`src/rtl/regfile_wb_arbiter.sv`:
```
// regfile_wb_arbiter
// Shares the register file's single write port between the ALU writeback path
// (req0) and the load/memory writeback path (req1). Each path parks one (rd, data)
// pair in a one-entry buffer. A grant picks one buffered entry per cycle, and that
// entry drives the registered regWrite/rd/writeData outputs.
// The q_pend outputs flag any register that still has a write queued or on the
// output stage, so the hazard unit can stall readers of it.
//
// Optional build macro: WB_ARB_FIXED_PRIO_EN
//   defined   -> fixed priority (req0 wins every tie; req1 can starve)
//   undefined -> round-robin between the two buffers (default)
module regfile_wb_arbiter #(
  parameter int XLEN  = 64,
  parameter int RBITS = 5
) (
  input  logic             clk,
  input  logic             reset,
  input  logic             req0_valid,
  output logic             req0_ready,
  input  logic [RBITS-1:0] req0_rd,
  input  logic [XLEN-1:0]  req0_data,
  input  logic             req1_valid,
  output logic             req1_ready,
  input  logic [RBITS-1:0] req1_rd,
  input  logic [XLEN-1:0]  req1_data,
  output logic             regWrite,
  output logic [RBITS-1:0] rd,
  output logic [XLEN-1:0]  writeData,
  input  logic [RBITS-1:0] q_rs1,
  input  logic [RBITS-1:0] q_rs2,
  output logic             q_pend1,
  output logic             q_pend2
);

  logic             bufValid0, bufValid1;
  logic [RBITS-1:0] bufRd0, bufRd1;
  logic [XLEN-1:0]  bufData0, bufData1;
  logic             grant0, grant1;
  logic             take0, take1;
  logic             anyGrant;
  logic [RBITS-1:0] grantedRd;
  logic [XLEN-1:0]  grantedData;

`ifdef WB_ARB_FIXED_PRIO_EN
  // Fixed priority: req0 wins every tie, so no grant history is needed.
  always_comb begin
    grant0 = bufValid0;
    grant1 = bufValid1 && !bufValid0;
  end
`else
  logic lastGrant;

  // Round-robin: a lone valid buffer is granted; on a tie the buffer that
  // was not granted last time wins.
  always_comb begin
    grant0 = bufValid0 && (!bufValid1 || lastGrant);
    grant1 = bufValid1 && (!bufValid0 || !lastGrant);
  end

  // Remember the last granted index. Reset to 1 so that req0 wins the first tie.
  always_ff @(posedge clk) begin
    if (reset) begin
      lastGrant <= 1'b1;
    end else if (grant0) begin
      lastGrant <= 1'b0;
    end else if (grant1) begin
      lastGrant <= 1'b1;
    end
  end
`endif

  // Ready depends on buffer state only. A buffer being drained this cycle can
  // take a new entry on the same edge, so a lone requester streams at full rate.
  always_comb begin
    req0_ready = !bufValid0 || grant0;
    req1_ready = !bufValid1 || grant1;
    take0      = req0_valid && req0_ready;
    take1      = req1_valid && req1_ready;
  end

  // Holding buffer for req0: a new transfer reloads it, a bare grant empties it.
  always_ff @(posedge clk) begin
    if (reset) begin
      bufValid0 <= 1'b0;
      bufRd0    <= '0;
      bufData0  <= '0;
    end else if (take0) begin
      bufValid0 <= 1'b1;
      bufRd0    <= req0_rd;
      bufData0  <= req0_data;
    end else if (grant0) begin
      bufValid0 <= 1'b0;
    end
  end

  // Holding buffer for req1: same policy as buffer 0.
  always_ff @(posedge clk) begin
    if (reset) begin
      bufValid1 <= 1'b0;
      bufRd1    <= '0;
      bufData1  <= '0;
    end else if (take1) begin
      bufValid1 <= 1'b1;
      bufRd1    <= req1_rd;
      bufData1  <= req1_data;
    end else if (grant1) begin
      bufValid1 <= 1'b0;
    end
  end

  // Select the granted entry's values for the output stage.
  always_comb begin
    anyGrant    = grant0 || grant1;
    grantedRd   = grant0 ? bufRd0 : bufRd1;
    grantedData = grant0 ? bufData0 : bufData1;
  end

  // Output stage. A granted x0 entry is consumed without a write, because the
  // register file does not hard-wire x0. rd and writeData hold when there is no grant.
  always_ff @(posedge clk) begin
    if (reset) begin
      regWrite  <= 1'b0;
      rd        <= '0;
      writeData <= '0;
    end else begin
      regWrite <= anyGrant && (grantedRd != '0);
      if (anyGrant) begin
        rd        <= grantedRd;
        writeData <= grantedData;
      end
    end
  end

  // Pending-write query for the hazard unit. It covers both buffers and the output stage.
  always_comb begin
    q_pend1 = (q_rs1 != '0) &&
              ((bufValid0 && (bufRd0 == q_rs1)) ||
               (bufValid1 && (bufRd1 == q_rs1)) ||
               (regWrite  && (rd     == q_rs1)));
    q_pend2 = (q_rs2 != '0) &&
              ((bufValid0 && (bufRd0 == q_rs2)) ||
               (bufValid1 && (bufRd1 == q_rs2)) ||
               (regWrite  && (rd     == q_rs2)));
  end

endmodule

```
`config.mk`:
```
export PLATFORM = sky130hd
export DESIGN_NAME = regfile_wb_arbiter
export DESIGN_NICKNAME = d
export VERILOG_FILES = /design/src/rtl/regfile_wb_arbiter.sv
export SDC_FILE = /design/constraint.sdc
export NUM_CORES = 1
export LEC_CHECK = 0
export CAP_MARGIN = 20
export CORE_UTILIZATION = 49
export CTS_CLUSTER_SIZE = 28
export DETAILED_ROUTE_END_ITERATION = 8
export GPL_ROUTABILITY_DRIVEN = 0
export PLACE_DENSITY = 0.82
export SLEW_MARGIN = 10
export SYNTH_ARGS = -nofsm -noshare
export SYNTH_HDL_FRONTEND = slang
export SYNTH_SLANG_ARGS = --single-unit
```
`constraint.sdc`:
```
create_clock -name clk -period 2.1 [get_ports clk]
set_input_delay 0.63 -clock clk [delete_from_list [all_inputs] [get_ports clk]]
set_output_delay 0.63 -clock clk [all_outputs]
set_load 0.05 [all_outputs]
```
Word-level counts from Yosys, hierarchy flattened --
Cells that the tools add are included.
Operators by class: eq/ne operators 6, mux-type cells 8, reduce and logical (&&, ||, !) cells 31
Operator list (count):
- 64-bit 2-to-1 mux | 1
- 5-bit == test | 6
- 5-bit nonzero test | 3
- 1-bit logical AND | 13
- 1-bit logical OR | 9
- 1-bit 2-to-1 mux | 6
- 2-bit nonzero test | 3
- 5-bit 2-to-1 mux | 1
- 1-bit logical NOT | 3
Word-level totals: flip-flop bits (word level) 211, bits of input ports 152, output and inout bits 74, word-level logic and storage cells 55

Depth between registers and ports, before layout --
depth after elaboration 6, mapped depth 8, depth with buffers taken out 4

Worst setup path before layout --
OpenSTA, ideal clock, no wires.
path kind register to output, from register rd[2], to output q_pend1, data arrival time 1.986 ns, data required time 1.470 ns, slack -0.516 ns, stages on the path, launching flop included 5, path buffers 0, cell sequence dfxtp_1 xor2_1 nor4_1 a32oi_1 a21oi_1
Between the ends: longest elaborated chain between the ends 4
RTL lines:
- start, declared | line 27 | output logic [RBITS-1:0] rd,
- start signal, assigned | line 128 | rd <= grantedRd;
- 5-bit == test | line 139 | (regWrite && (rd == q_rs1)));
- 1-bit logical AND | line 139
- 1-bit logical OR | line 138 | (bufValid1 && (bufRd1 == q_rs1)) ||
- 1-bit logical AND | line 136 | q_pend1 = (q_rs1 != '0) &&
- end, declared | line 31 | output logic q_pend1,
Every way passes these cells.

Worst setup path after layout --
from register rd[0], to output q_pend1
Same word-level chain as after synthesis.

==> flow_summary.ini <==
[yosys]
synth-seq-area-share = 0.4925
syn_area_sq_um = 8577
synth_nets = 1193
async_flop_share = 0
synth_common_cells = 279 x nand2_1, 211 x dfxtp_1, 142 x a21oi_1, 140 x nor2_1, 60 x mux2i_1
syn-instance-count = 1041
synth_top_area_frac = 0.4925
synthFlopType = dfxtp_1
yosysTopAreaCell = dfxtp_1
avgSynthCellArea_sq_um = 8.239
synthMostInstantiatedCell = nand2_1
synth_area_leaders = dfxtp_1 49%, nand2_1 12%, a21oi_1 8.3%, mux2i_1 7.0%, nor2_1 6.1%
synth.distinct_cells = 30
synth-seq-cells = 211
synth_edf_count = 0
yosys_warnings = 0

[floorplan]
die_w_um = 134.3
ioPinCount = 226
dieArea_sq_um = 18040
start_util = 0.4993
die_y_um = 134.3
core-area_sq_um = 17180
row_count = 48

[clocking]
htreeDepth = 1
cts_sinks = 211
clk_latency_ns = 0.49
clockRootBuffer = clkbuf_16
cts-buffers-inserted = 22
ctsHoldBuffers = 0
path_clk_slew_ns = 0.06
cts_tree = yes
cts.path.max_buffers = 3

[status]
violations = setup timing
status = finished with violations

[sta]
finalSetupViolCount = 2
slew_violations = 0
fin_tns_setup_ns = -0.8087
max_freq_ghz = 0.3936
rsz0062_at_grt = yes
slew_headroom = 0.5675
final.period_utilization = 1.210
fin_crit_ns = 2.541
skew_ns = 0.008015
tightest_slew_ns = 0.6488
fin_hold_ws_ns = 0.4542
setup_slack_ns = -0.4408
hold_violations = 0

[route]
via_per_inst = 5.395
ant_nets = 0
drt_iter0_markers = 427
post_drt_wl_per_cell_um = 16.59
drc = 0
first_pass_iters = 5
vias = 7979
routed_wl_um = 24530

[critical_path]
r2r_cells = 3
crit_path_end_kind = primary output
required_ns = 1.47
worstPathArrival_ns = 1.91
cp-start-kind = register
worst_path_largest_cell_delay_ns = 0.38
cp_top_family = simple AND/OR/NAND/NOR gates
cp.buffers_inverters = 1
r2r_slack_ns = 0.34
critPathMaxFanout = 4
timing_worst_setup_path_type = reg2out
reg2reg_to = writeData[15]$_SDFFE_PP0P_
cp_slowest_cell = nor4_2
crit_chain = xor2_2 -> nor4_2 -> a32oi_2 -> a21oi_4 -> buf_12
rr_startpoint = bufValid0$_SDFFE_PP0P_

[global_route]
globalRouteOverflowTotal = 0
grt_use_total = 0.2648
grt_start_max_net_pins = 74
grt_antenna_before_repair = 2
grt_pass1_vias = 7825
grt_pass1_wl_um = 38700

[final_layout]
stdcell_count = 1479
num-nets-final = 1392
drive_gt1_frac = 0.1470
fill_cells = 1419
area.growth.synth_to_final_pct = 37.37

[placement]
dp_cells = 1438
port-buffer-count = 225
dp_hpwl_um = 15660

[worst_hold_path]
hold_path_end = bufData1[2]$_SDFFE_PP0P_
hp-class = reg2reg
hold_path_depth = 2
min_from = bufData1[2]$_SDFFE_PP0P_

[power]
total_power_uw = 10040
leakage_uw = 0.004845
peakVddDrop_v = 0.0006005
powerDensity_nw_per_um2 = 852.5

[run]
maxCapViolCount = 0
## worst max path at each step
stage	startpoint	to	slack [ns]	depth (start not counted)
after global routing	rd[0]$_SDFFE_PP0P_	q_pend1	-0.50	5
after floorplan	q_rs1[2]	q_pend1	-0.09	4
after detailed placement	q_rs1[2]	q_pend1	-0.71	6
after CTS	rd[0]$_SDFFE_PP0P_	q_pend1	-0.42	5
after global placement	q_rs1[2]	q_pend1	-0.66	6
final	rd[0]$_SDFFE_PP0P_	q_pend1	-0.44	5
## through the flow
step / cell area, sq um / utilization / setup WS (ns)
2_1_floorplan: 8603 / - / -0.09266
3_3_place_gp: 10970 / 0.6385 / -0.6551
3_5_place_dp: 10970 / 0.6385 / -0.7085
4_1_cts: 11720 / 0.6825 / -0.4191
5_1_grt: 11780 / 0.6860 / -0.4995
6_report: 11780 / 0.6860 / -0.4408
## what timing repair did
item,in CTS,in global routing
setup buffers,2,1
gates resized for setup,42,19
pin swaps,9,11
cloned,0,0
setup endpoints to repair,10,4
## per-layer routing
metal | track usage | part of all wire | vias up
met3 | 0.04837 | 0.070 | 43
met5 | 0 | 0 | -
met1 | 0.3272 | 0.41 | 3748
met2 | 0.4689 | 0.49 | 271
li1 | - | - | 3917
met4 | 0.07553 | 0.022 | 0
## worst reg2reg max path, delay by kind of cell (launching register included)
kind / cells / cell delay (ns)
multiplexers: 1 / 0.20
flip-flops: 1 / 0.44
AO/OA/AOI/OAI: 1 / 0.45
buffers and inverters: 1 / 0.55
## state kept, by name, indices dropped and copies added (netlist names)
register and flops:
bufData0 64, bufData1 64, writeData 64, bufRd0 5
bufRd1 5, rd 5, bufValid0 1, bufValid1 1
lastGrant 1, regWrite 1
## layout make-up
type,instances,area [sq um],area share
diodes,2,5.005,0.0004248
clock buffers,33,654.4,0.05554
clock inverters,3,65.06,0.005522
inverters,3,11.26,0.0009557
multi-input cells,746,4091,0.3472
flip-flops and latches,211,4250,0.3607
well taps,225,281.5,0.02389
repair buffers,256,2424,0.2057
## layout by cell type, fill, tap and decap left out, types with 15 or more instances in the layout
| cell type | n |
|---|---|
| nand2_1 | 276 |
| dfxtp_1 | 200 |
| a21oi_1 | 140 |
| clkdlybuf4s50_1 | 140 |
| nor2_1 | 138 |
| buf_4 | 86 |
| mux2i_1 | 60 |
| a2111oi_0 | 28 |
| clkbuf_16 | 24 |
| xor2_1 | 23 |
| a2111oi_2 | 15 |
## where the power goes
| part | total [uW] | switching, uW | internal [uW] |
|---|---|---|---|
| clock network | 3890 | 1510 | 2380 |
| logic | 1710 | 1010 | 702 |
| registers | 4440 | 177 | 4260 |
| total | 10000 | 2700 | 7340 |
## kinds of logic after synthesis
family	after synthesis	share of synthesized area
buffers and inverters	84	0.04260
AOI/OAI and AO/OA	207	0.1589
xor gates and xnor gates	30	0.03063
DFF	211	0.4925
muxes	60	0.07002
and+or+nand+nor	449	0.2054
Note: power is estimated with default switching activity, not from simulation.
